===== src/rtl/clock_gen.sv =====
// Clock divider / pulse generator: power-of-two, even /DIV_EVEN, odd /5 and a strobe-modulated counter.
// Define CLOCK_GEN_DIV5_50PCT_EN for the dual-edge 50%-duty divide-by-5 output.
`timescale 1ns/1ps

module clock_gen #(
  parameter int DIV_EVEN      = 28,
  parameter int STROBE_PERIOD = 4,
  parameter int GC_INC        = 2,
  parameter int GC_DEC        = 5
) (
  input  logic       clk_in,
  input  logic       rst,
  output logic       clk_div_2,
  output logic       clk_div_4,
  output logic       clk_div_8,
  output logic       clk_div_16,
  output logic       clk_div_28,
  output logic       clk_div_5,
  output logic [7:0] glitchy_counter
);

  localparam int HALF = DIV_EVEN / 2;
  localparam int DW   = (HALF > 1) ? $clog2(HALF) : 1;
  localparam int SW   = (STROBE_PERIOD > 1) ? $clog2(STROBE_PERIOD) : 1;

  localparam logic [DW-1:0] D_MAX = DW'(HALF - 1);
  localparam logic [SW-1:0] S_MAX = SW'(STROBE_PERIOD - 1);
  localparam logic [7:0]    INC   = 8'(GC_INC);
  localparam logic [7:0]    DEC   = 8'(GC_DEC);

  logic [3:0]    c_q, c_d;
  logic [DW-1:0] d_q, d_d;
  logic          div28_q, div28_d;
  logic [2:0]    p_q, p_d;
  logic          pos_q, pos_d;
  logic [SW-1:0] s_q, s_d;
  logic [7:0]    gc_q, gc_d;
  logic          strobe;

  always_comb begin
    c_d     = c_q + 4'd1;
    d_d     = d_q + DW'(1);
    div28_d = div28_q;
    p_d     = p_q + 3'd1;
    s_d     = s_q + SW'(1);
    strobe  = (s_q == S_MAX);
    gc_d    = gc_q + INC;

    if (d_q == D_MAX) begin
      d_d     = '0;
      div28_d = ~div28_q;
    end

    if (p_q == 3'd4) begin
      p_d = 3'd0;
    end
    // High for the two posedge slots p==4 and p==0 of each five-cycle period
    pos_d = (p_q == 3'd4) || (p_q == 3'd0);

    if (s_q == S_MAX) begin
      s_d = '0;
    end

    if (strobe) begin
      gc_d = gc_q - DEC;
    end
  end

  always_ff @(posedge clk_in) begin
    if (rst) begin
      c_q     <= '0;
      d_q     <= '0;
      div28_q <= 1'b0;
      p_q     <= '0;
      pos_q   <= 1'b0;
      s_q     <= '0;
      gc_q    <= '0;
    end else begin
      c_q     <= c_d;
      d_q     <= d_d;
      div28_q <= div28_d;
      p_q     <= p_d;
      pos_q   <= pos_d;
      s_q     <= s_d;
      gc_q    <= gc_d;
    end
  end

`ifdef CLOCK_GEN_DIV5_50PCT_EN
  // Half-cycle delayed copy of pos_q stretches the pulse to 2.5 input cycles
  logic neg_q, neg_d;

  always_comb begin
    neg_d = pos_q;
  end

  always_ff @(negedge clk_in) begin
    if (rst) begin
      neg_q <= 1'b0;
    end else begin
      neg_q <= neg_d;
    end
  end

  assign clk_div_5 = pos_q | neg_q;
`else
  assign clk_div_5 = pos_q;
`endif

  assign clk_div_2       = c_q[0];
  assign clk_div_4       = c_q[1];
  assign clk_div_8       = c_q[2];
  assign clk_div_16      = c_q[3];
  assign clk_div_28      = div28_q;
  assign glitchy_counter = gc_q;

endmodule


===== config.mk =====
export PLATFORM = sky130hd
export DESIGN_NAME = clock_gen
export DESIGN_NICKNAME = d
export VERILOG_FILES = /design/src/rtl/clock_gen.sv
export SDC_FILE = /design/constraint.sdc
export NUM_CORES = 1
export LEC_CHECK = 0
export BUFFER_PORTS_ARGS = -buffer_cell sky130_fd_sc_hd__clkbuf_2
export CAP_MARGIN = 25
export CORE_UTILIZATION = 30
export CTS_CLUSTER_DIAMETER = 30
export DETAILED_ROUTE_END_ITERATION = 8
export GPL_TIMING_DRIVEN = 0
export SLEW_MARGIN = 0
export SYNTH_ARGS = -nofsm -noshare
export SYNTH_HDL_FRONTEND = slang
export SYNTH_SLANG_ARGS = --single-unit

===== constraint.sdc =====
create_clock -name clk_in -period 2.65 [get_ports clk_in]
set_input_delay 0.53 -clock clk_in [delete_from_list [all_inputs] [get_ports clk_in]]
set_output_delay 0.53 -clock clk_in [all_outputs]
set_load 0.01 [all_outputs]

==> impl_metrics.env <==
export IMPL_synth_edff_count=0
export IMPL_grt_pass1_vias=766
export IMPL_stdcell_area_um2=1190
export IMPL_max_freq_ghz=0.639
export IMPL_synthMuxAreaShare_pct=0.966
export IMPL_grt_overflow_total=0
export IMPL_synth_xor_area_share_pct=6.76
export IMPL_critPathTopFamily="flip-flops"
export IMPL_slew_headroom_pct=68.7
export IMPL_port_buffer_count=15
export IMPL_worst_r2r_path_depth=6
export IMPL_total_leakage_power_uw=0.000508
export IMPL_outcome="complete, no violations"
export IMPL_grt_pass1_wl_um=3220
export IMPL_cts_root_buf="clkbuf_4"
export IMPL_synthTopCellsByCount="dfxtp_1 (23), nor2_1 (17), ha_1 (9), a21oi_1 (8), inv_1 (8)"
export IMPL_finalSetupTns_ns=0
export IMPL_holdPathStages=1
export IMPL_critical_path_max_stage_delay_ns=0.53
export IMPL_dieArea_um2=3690
export IMPL_ys_top_cells_by_area="dfxtp_1 (44%), ha_1 (11%), nor2_1 (6.2%)"
export IMPL_layout_setup_ws_ns=1.08
export IMPL_final_setup_viol_count=0
export IMPL_ys_types=31
export IMPL_hold_violations=0
export IMPL_vias=758
export IMPL_cts_tree="yes"
export IMPL_critPathBufInv=1
export IMPL_cts_buffers=3
export IMPL_cp_depth=1
export IMPL_startpoint="glitchy_counter[4]"
export IMPL_p_per_area_nw_per_um2=582
export IMPL_drt_first_iter_violations=17
export IMPL_dieHeight_um=60.8
export IMPL_ys_ff_latch=23
export IMPL_antenna_found_initial=0
export IMPL_synth_top_family_by_area="simple AND/OR/NAND/NOR gates"
export IMPL_synth_avg_cell_area_um2=9.42
export IMPL_synth_top_area_share_pct=44.4
export IMPL_rows=20
export IMPL_diodes=0
export IMPL_gr_usage_all_layers_pct=11.7
export IMPL_top_layer="met4"
export IMPL_gp_congestion=0.766
export IMPL_coreArea_um2=3150
export IMPL_cp_max_fo=8
export IMPL_clkTransAtPathRegs_ns=0.13
export IMPL_post_cts_buffers=0
export IMPL_synth_flop_cell="dfxtp_1"
export IMPL_dpl_instance_area_um2=1170
export IMPL_drtAntennaViolNets=0
export IMPL_hold_class="reg -> reg"
export IMPL_cts_resized_gates=0
export IMPL_via_per_inst=4.38
export IMPL_async_flop_share_pct=0
export IMPL_cts_buffer_depth=2
export IMPL_synthCells=110
export IMPL_synth_nets=121
export IMPL_worstPathCellList="clkbuf_2"
export IMPL_setup_worst_path_class="reg -> out"
export IMPL_tightest_slew_ns=0.469
export IMPL_wl_met2_um=856
export IMPL_yosys_area_share_simple_pct=25.2
export IMPL_multi_input_area_um2=526
export IMPL_grt_max_degree=14
export IMPL_drv_cap=0
export IMPL_fin_crit_ns=1.57
export IMPL_cts_hold_buf=0
export IMPL_fin_cells=173
export IMPL_num_fill_cells=343
export IMPL_die_w_um=60.8
export IMPL_dp_final_hpwl_um=1340
export IMPL_slew_viol_final=0
export IMPL_ys_seq_area_share_pct=44.4
export IMPL_synthAdderAreaFrac_pct=10.9
export IMPL_wire_per_inst_um=10.2
export IMPL_clkLatencyLatePin_ns=0.31
export IMPL_dp_slack_ns=1.10
export IMPL_drt_total_wl_um=1760
export IMPL_finalCritPeriodShare_pct=59.1
export IMPL_wl_met1_um=831
export IMPL_cp_arrival_ns=1.04
export IMPL_worst_ep_required_time_ns=2.12
export IMPL_yosysMostFrequentCell="dfxtp_1"
export IMPL_finClkSkew_ns=0.0111
export IMPL_regToRegStartpoint="s_q[0]"
export IMPL_cp_start_kind="register"
export IMPL_synth_area_um2=1040
export IMPL_worstSetupEndpointType="output pin"
export IMPL_start_util_pct=32.9
export IMPL_ff_latch_area_um2=460
export IMPL_rsz0062_at_grt="no"
export IMPL_drtPass1Iterations=2
export IMPL_post_route_drc_count=0
export IMPL_cts_sinks=23
export IMPL_slowest_stage="dfxtp_1"
export IMPL_min_from="s_q[0]"
export IMPL_peakVddDrop_mv=0.278
export IMPL_hold_slack_ns=0.458
export IMPL_ioPinCount=16
export IMPL_ys_warn_count=0
export IMPL_place_inst=169
export IMPL_nets=141
export IMPL_area_delta_synth_final_pct=15.2
export IMPL_drive_gt1_share_pct=19.4
export IMPL_yosys_area_top_type="dfxtp_1"
export IMPL_met3WireLength_um=58
export IMPL_htree_levels=1
export IMPL_synth_compound_area_share_pct=6.88
[power breakdown]
part	internal [µW]	leakage [µW]	total (µW)	switching [µW]
clock	56.3	0.0000177	159	103
sequential	376	0.000189	409	32.4
combinational	62.4	0.000301	127	64.4
[per-layer routing]
layer / vias up / track usage, %
met5: - / 0
met4: 0 / 2.92
met3: 2 / 3.84
met2: 9 / 20.9
met1: 341 / 13.5
li1: 406 / -
[kinds of logic (layout without fill, tap and decap cells)]
logic type | count (synthesis) | count (layout)
XOR/XNOR | 8 | 8
AO/OA/AOI/OAI | 13 | 13
flip-flops | 23 | 23
adder cells (fa/ha/maj) | 9 | 9
buffers and inverters | 11 | 30
multiplexers | 1 | 1
AND/OR/NAND/NOR | 45 | 45
[area by class of cell]
cell class,count,share of cell area [%]
Multi-Input combinational cell,76,44.0
Sequential cell,23,38.6
Timing Repair Buffer,15,6.29
Tap cell,44,4.61
Inverter,8,2.52
Clock buffer,3,1.89
Buffer,3,1.68
Clock inverter,1,0.419
[final timing paths]
check | endpoint | slack [ns]
worst max-delay path | glitchy_counter[4] | 1.08
worst min register to register | s_q[0] | 0.46
worst max register to register | glitchy_counter[3] | 1.28
worst min-delay path | s_q[0] | 0.46
[registers in the layout (all words and copies together) (netlist names)]
name             flops
glitchy_counter      8
c_q                  4
d_q                  4
p_q                  3
s_q                  2
clk_div_28           1
clk_div_5            1
[stage by stage]
| step | utilization, % | total power [µW] |
|---|---|---|
| after global routing | 37.9 | 753 |
| after global placement | 37.0 | 539 |
| after detailed placement | 37.0 | 546 |
| final | 37.9 | 695 |
| after floorplan | - | 506 |
| after CTS | 37.9 | 713 |
[cell usage in the layout, fill, tap and decap left out, drive strengths merged]
| cell type | synthesis | final |
|---|---|---|
| a211oi | 1 | 1 |
| a21oi | 8 | 8 |
| a31oi | 1 | 1 |
| and2 | 2 | 2 |
| and2b | 1 | 1 |
| and3 | 1 | 1 |
| and4b | 1 | 1 |
| buf | 3 | 3 |
| clkbuf | 0 | 18 |
| clkinv | 0 | 1 |
| dfxtp | 23 | 23 |
| ha | 9 | 9 |
| inv | 8 | 8 |
| mux2i | 1 | 1 |
| nand2 | 2 | 2 |
| nand2b | 2 | 2 |
| nand3 | 5 | 5 |
| nand4b | 2 | 2 |
| nor2 | 17 | 17 |
| nor2b | 4 | 4 |
| nor3 | 4 | 4 |
| nor3b | 2 | 2 |
| nor4 | 2 | 2 |
| o21a | 1 | 1 |
| o21ai | 2 | 2 |
| xnor2 | 4 | 4 |
| xor2 | 4 | 4 |
Note: power is estimated with default switching activity, not from simulation.
